<file path="src/rtl/hand_centroid_tracker.sv">
// Per-frame hand locator: accumulates skin-pixel coordinate sums over a frame,
// then divides by the pixel count serially and publishes one centroid per frame.
module hand_centroid_tracker #(
    parameter int WIDTH      = 640,
    parameter int HEIGHT     = 480,
    parameter int MIN_PIXELS = 16,
    parameter int SUM_W      = 28,
    parameter int CNT_W      = 19
) (
    input  logic       iCLK,
    input  logic       iRST_N,
    input  logic       iDVAL,
    input  logic [9:0] iX,
    input  logic [9:0] iY,
    input  logic       iSkin,
    input  logic       iFrame_End,
    output logic [9:0] oFT_X,
    output logic [9:0] oFT_Y,
    output logic       oDVAL,
    output logic       oFrame_En,
    output logic       oOverrun
);

    localparam logic [1:0] ACCUM   = 2'd0;
    localparam logic [1:0] DIVIDE  = 2'd1;
    localparam logic [1:0] PUBLISH = 2'd2;
    localparam int         BC_W    = $clog2(SUM_W + 1);

    logic [1:0]       state;
    logic [SUM_W-1:0] sumX, sumY;
    logic [CNT_W-1:0] count;
    logic [SUM_W-1:0] quoX, quoY;
    logic [CNT_W-1:0] remX, remY, divisor;
    logic [BC_W-1:0]  bitCnt;

    logic             pixHit;
    logic [SUM_W-1:0] nextSumX, nextSumY;
    logic [CNT_W-1:0] nextCount;
    logic [SUM_W+CNT_W-1:0] stepX, stepY;

    // One restoring-division step: the quotient shifts in through the dividend
    // register, so after SUM_W steps it holds the full quotient.
    function automatic logic [SUM_W+CNT_W-1:0] divStep(
        input logic [SUM_W-1:0] quo,
        input logic [CNT_W-1:0] rem,
        input logic [CNT_W-1:0] dsr
    );
        logic [CNT_W:0] trial;
        logic [CNT_W:0] diff;
        trial = {rem, quo[SUM_W-1]};
        diff  = trial - {1'b0, dsr};
        if (trial >= {1'b0, dsr})
            return {quo[SUM_W-2:0], 1'b1, diff[CNT_W-1:0]};
        else
            return {quo[SUM_W-2:0], 1'b0, trial[CNT_W-1:0]};
    endfunction

    assign pixHit = iDVAL && iSkin && (32'(iX) < WIDTH) && (32'(iY) < HEIGHT);

    always_comb begin
        // NOTE: every combinational output gets a default first so no latch is inferred.
        nextSumX  = sumX;
        nextSumY  = sumY;
        nextCount = count;
        if (pixHit) begin
            nextSumX  = sumX + SUM_W'(iX);
            nextSumY  = sumY + SUM_W'(iY);
            nextCount = count + CNT_W'(1);
        end
    end

    assign stepX = divStep(quoX, remX, divisor);
    assign stepY = divStep(quoY, remY, divisor);

    // A pixel coincident with iFrame_End belongs to the ending frame, so the
    // accumulators always restart from zero.
    always_ff @(posedge iCLK or negedge iRST_N) begin
        if (!iRST_N) begin
            sumX  <= '0;
            sumY  <= '0;
            count <= '0;
        end else if (iFrame_End) begin
            sumX  <= '0;
            sumY  <= '0;
            count <= '0;
        end else begin
            // NOTE: sequential state uses non-blocking assignments only.
            sumX  <= nextSumX;
            sumY  <= nextSumY;
            count <= nextCount;
        end
    end

    always_ff @(posedge iCLK or negedge iRST_N) begin
        if (!iRST_N) begin
            state     <= ACCUM;
            quoX      <= '0;
            quoY      <= '0;
            remX      <= '0;
            remY      <= '0;
            divisor   <= '0;
            bitCnt    <= '0;
            oFT_X     <= '0;
            oFT_Y     <= '0;
            oDVAL     <= 1'b0;
            oFrame_En <= 1'b0;
            oOverrun  <= 1'b0;
        end else begin
            oFrame_En <= 1'b0;
            oOverrun  <= iFrame_End && (state != ACCUM);
            case (state)
                ACCUM: begin
                    if (iFrame_End) begin
                        quoX    <= nextSumX;
                        quoY    <= nextSumY;
                        divisor <= nextCount;
                        remX    <= '0;
                        remY    <= '0;
                        bitCnt  <= '0;
                        state   <= DIVIDE;
                    end
                end
                DIVIDE: begin
                    {quoX, remX} <= stepX;
                    {quoY, remY} <= stepY;
                    bitCnt       <= bitCnt + BC_W'(1);
                    if (bitCnt == BC_W'(SUM_W - 1))
                        state <= PUBLISH;
                end
                PUBLISH: begin
                    oFrame_En <= 1'b1;
                    // Too few pixels (including none): keep the last position, drop valid.
                    if (32'(divisor) >= MIN_PIXELS) begin
                        oFT_X <= quoX[9:0];
                        oFT_Y <= quoY[9:0];
                        oDVAL <= 1'b1;
                    end else begin
                        oDVAL <= 1'b0;
                    end
                    state <= ACCUM;
                end
                default: state <= ACCUM;
            endcase
        end
    end

endmodule

</file>
<file path="config.mk">
export PLATFORM = sky130hd
export DESIGN_NAME = hand_centroid_tracker
export DESIGN_NICKNAME = d
export VERILOG_FILES = /design/src/rtl/hand_centroid_tracker.sv
export SDC_FILE = /design/constraint.sdc
export NUM_CORES = 1
export LEC_CHECK = 0
export BUFFER_PORTS_ARGS = -buffer_cell sky130_fd_sc_hd__buf_2
export CORE_MARGIN = 1.5
export CORE_UTILIZATION = 37
export CTS_CLUSTER_SIZE = 20
export DETAILED_ROUTE_END_ITERATION = 10
export SYNTH_ARGS = -nofsm -noshare
export SYNTH_HDL_FRONTEND = slang
export SYNTH_SLANG_ARGS = --single-unit
</file>
<file path="constraint.sdc">
create_clock -name iCLK -period 4.7 [get_ports iCLK]
set_clock_uncertainty 0.2 [all_clocks]
set_input_delay 0.235 -clock iCLK [delete_from_list [all_inputs] [get_ports iCLK]]
set_output_delay 0.235 -clock iCLK [all_outputs]
set_load 0.02 [all_outputs]
</file>
==> impl_metrics.json <==
{
  "relSlewSlack": 0.262,
  "wl_per_cell_um": 17.7,
  "synth_top_area_cell": "dfrtp_1",
  "clock_power_share": 0.254,
  "cts-htree-levels": 1,
  "synth_nets": 1362,
  "power.density_mw_per_mm2": 613,
  "portBuffers": 47,
  "routed_wl_um": 31200,
  "hpwl_um": 21200,
  "dr.pass1.iters": 5,
  "yosys_most_used_dff": "dfrtp_1",
  "final.setup.tns_ns": 0,
  "pin_count": 48,
  "num_antenna_cells": 0,
  "fin_crit_ns": 3.54,
  "cp.required_ns": 4.90,
  "critPathArrivalTime_ns": 3.74,
  "hp-class": "input pin to flip-flop",
  "hp-start": "iFrame_End",
  "cts_sinks": 218,
  "synth-edff-count": 0,
  "p_seq_frac": 0.327,
  "post_cts.repair.setup_buffers": 0,
  "crit_path_start": "divisor[7]",
  "nets": 1399,
  "p_sw_frac": 0.385,
  "grt_overflow_total": 0,
  "yosysSeqAreaShare": 0.452,
  "dieHeight_um": 184,
  "pwr-share-comb": 0.418,
  "die_area_mm2": 0.0337,
  "synth-async-reset-ratio": 1.00,
  "synth_top_area_frac": 0.452,
  "period_share": 0.753,
  "p_leak_nw": 5.96,
  "grt_pass1_wl_um": 51600,
  "fmax_mhz": 283,
  "startpoint_type": "flip-flop",
  "vias": 9640,
  "post-route-drc-count": 0,
  "syn-instance-count": 1273,
  "cts_root_buf": "clkbuf_16",
  "finalHoldViolCount": 0,
  "ys_top_cells_by_area": "dfrtp_1 45%, ha_1 6.2%, o21ai_0 4.6%",
  "clockBufferDepth": 3,
  "irDropWorstVdd_uv": 371,
  "ff_latch_area_mm2": 0.00546,
  "gp_congestion": 0.924,
  "worst_skew_pair.late_latency_ns": 0.55,
  "drive_gt1_frac": 0.108,
  "row_count": 65,
  "finalSetupViolations": 0,
  "crit_path_end_kind": "flip-flop",
  "power_mw": 8.44,
  "coreArea_mm2": 0.0318,
  "finalMaxSlewViolations": 0,
  "worst_pin_slew_ns": 1.08,
  "initial_utilization": 0.380,
  "multi_input_area_mm2": 0.00621,
  "syn_to_final_growth_pct": 13.9,
  "r2r-start": "divisor[7]",
  "grt_max_degree": 119,
  "syn_avg_cell_area_um2": 9.48,
  "routed_via_density": 5.47,
  "track_usage": 0.190,
  "drt_iter0_drc": 627,
  "die-width_um": 184,
  "yosys_warnings": 0,
  "grt_pass1_vias": 9809,
  "drv_cap": 0,
  "syn-cell-area_mm2": 0.0121,
  "rsz0062_at_grt": "no",
  "synth-seq-cells": 218,
  "cts_tree": "built",
  "clk_pin_slew_ns": 0.06,
  "intPower_mw": 5.19,
  "nFillCells": 3114,
  "power_switching_mw": 3.25,
  "cts_buffers": 26,
  "status": "complete, no violations",
  "critPathKind": "flip-flop to flip-flop",
  "antenna_found_initial": 0,
  "synth_cell_types": 71,
  "crit_fanout": 12,
  "final_antenna_net_count": 0
}
==> cell usage after synthesis, types with 14 or more instances <==
| cell type | count |
|---|---|
| mux2i_1 | 26 |
| a22oi_1 | 35 |
| xnor2_1 | 53 |
| xor2_1 | 44 |
| clkbuf_1 | 54 |
| mux2_2 | 20 |
| nor3_1 | 30 |
| ha_1 | 60 |
| a32oi_1 | 16 |
| nor2_1 | 145 |
| o21ai_0 | 110 |
| and3_1 | 16 |
| o22ai_1 | 14 |
| nand4_1 | 25 |
| a21o_1 | 15 |
| inv_1 | 45 |
| nand3_1 | 25 |
| dfrtp_1 | 218 |
| a21oi_1 | 72 |
| nand2_1 | 103 |
==> worst max-delay path, cell delays in order (launching register included) <==
cell and delay, ns:
dfrtp_1 0.37, inv_1 0.07, ha_1 0.41, a21o_1 0.26, a221oi_2 0.31, a21bo_1 0.17
nand3_1 0.14, a2111oi_4 0.81, buf_4 0.35, mux2i_1 0.21, o21ai_0 0.09
==> cells by family (layout without fill, tap and decap cells) <==
| logic type | Yosys count | count (layout) | synth area share |
|---|---|---|---|
| flip-flops | 218 | 218 | 0.452 |
| multiplexers | 46 | 46 | 0.0402 |
| XOR/XNOR | 97 | 97 | 0.0704 |
| AO/OA/AOI/OAI | 345 | 345 | 0.183 |
| AND/OR/NAND/NOR | 396 | 396 | 0.151 |
| adder cells (fa/ha/maj) | 64 | 64 | 0.0688 |
| buffers and inverters | 107 | 162 | 0.0351 |
==> placed cells by master, fill, tap and decap left out, types with 20 or more instances in the layout <==
cell type,count
inv_1,45
xnor2_1,53
a22oi_1,35
nand3_1,25
o21ai_0,110
nor3_1,30
ha_1,60
buf_2,46
xor2_1,44
nand2_1,103
nor2_1,145
dfrtp_1,218
mux2i_1,26
nand4_1,25
a21oi_1,72
mux2_2,20
clkbuf_16,26
==> timing repair <==
action | CTS | global route
gates resized for setup | 0 | 0
hold endpoints to repair | 119 | 0
hold buffers | 5 | 0
==> worst paths after layout <==
check	end	slack, ns	cells after the start
min reg2reg	oDVAL	0.28	1
min in group asynchronous	divisor[11]	0.14	2
max	remY[1]	1.16	10
max reg2reg	remY[1]	1.16	10
max in group asynchronous	sumX[7]	3.01	3
min	sumY[20]	0.01	2
==> sequential cells by signal, indices dropped and copies added, names as in the netlist, 5 cells and up <==
| name | cells |
|---|---|
| oFT_Y | 10 |
| quoX | 28 |
| oFT_X | 10 |
| bitCnt | 5 |
| sumX | 28 |
| remY | 19 |
| quoY | 28 |
| remX | 19 |
| sumY | 28 |
| divisor | 19 |
| count | 19 |
==> layout make-up <==
type	count	share of cell area
multi-input combinational	948	0.452
sequential	218	0.397
clock buffer	35	0.0541
tap	435	0.0396
timing repair buffer	71	0.0327
clock inverter	11	0.0131
inverter	45	0.0123
==> stage by stage <==
stage / cell area (um^2) / worst slack [ns] / hold WS, ns / std cells / util
after floorplan: 12100 / 1.65 / -0.261 / 1273 / -
after global placement: 12800 / 1.32 / 0.208 / 1712 / 0.402
after detailed placement: 12800 / 1.22 / 0.203 / 1712 / 0.402
after CTS: 13800 / 1.20 / 0.00705 / 1763 / 0.433
after global routing: 13800 / 0.962 / 0.0298 / 1763 / 0.433
final: 13800 / 1.16 / 0.0107 / 1763 / 0.433
==> layer usage <==
metal | vias to the layer above | part of all wire | track usage
met3 | 52 | 0.045 | 0.0289
met2 | 220 | 0.46 | 0.312
li1 | 4635 | - | -
met5 | - | 0 | 0
met4 | 0 | 0.024 | 0.0515
met1 | 4733 | 0.47 | 0.260
==> power groups by stage <==
stage | sequential, mW | combinational (mW) | clock, mW
floorplan | 2.63 | 2.75 | 0
global placement | 2.78 | 3.44 | 0
detailed placement | 2.78 | 3.50 | 0
CTS | 2.75 | 3.52 | 2.19
global route | 2.82 | 3.97 | 2.27
finish | 2.76 | 3.53 | 2.15
Note: power is estimated with default switching activity, not from simulation.
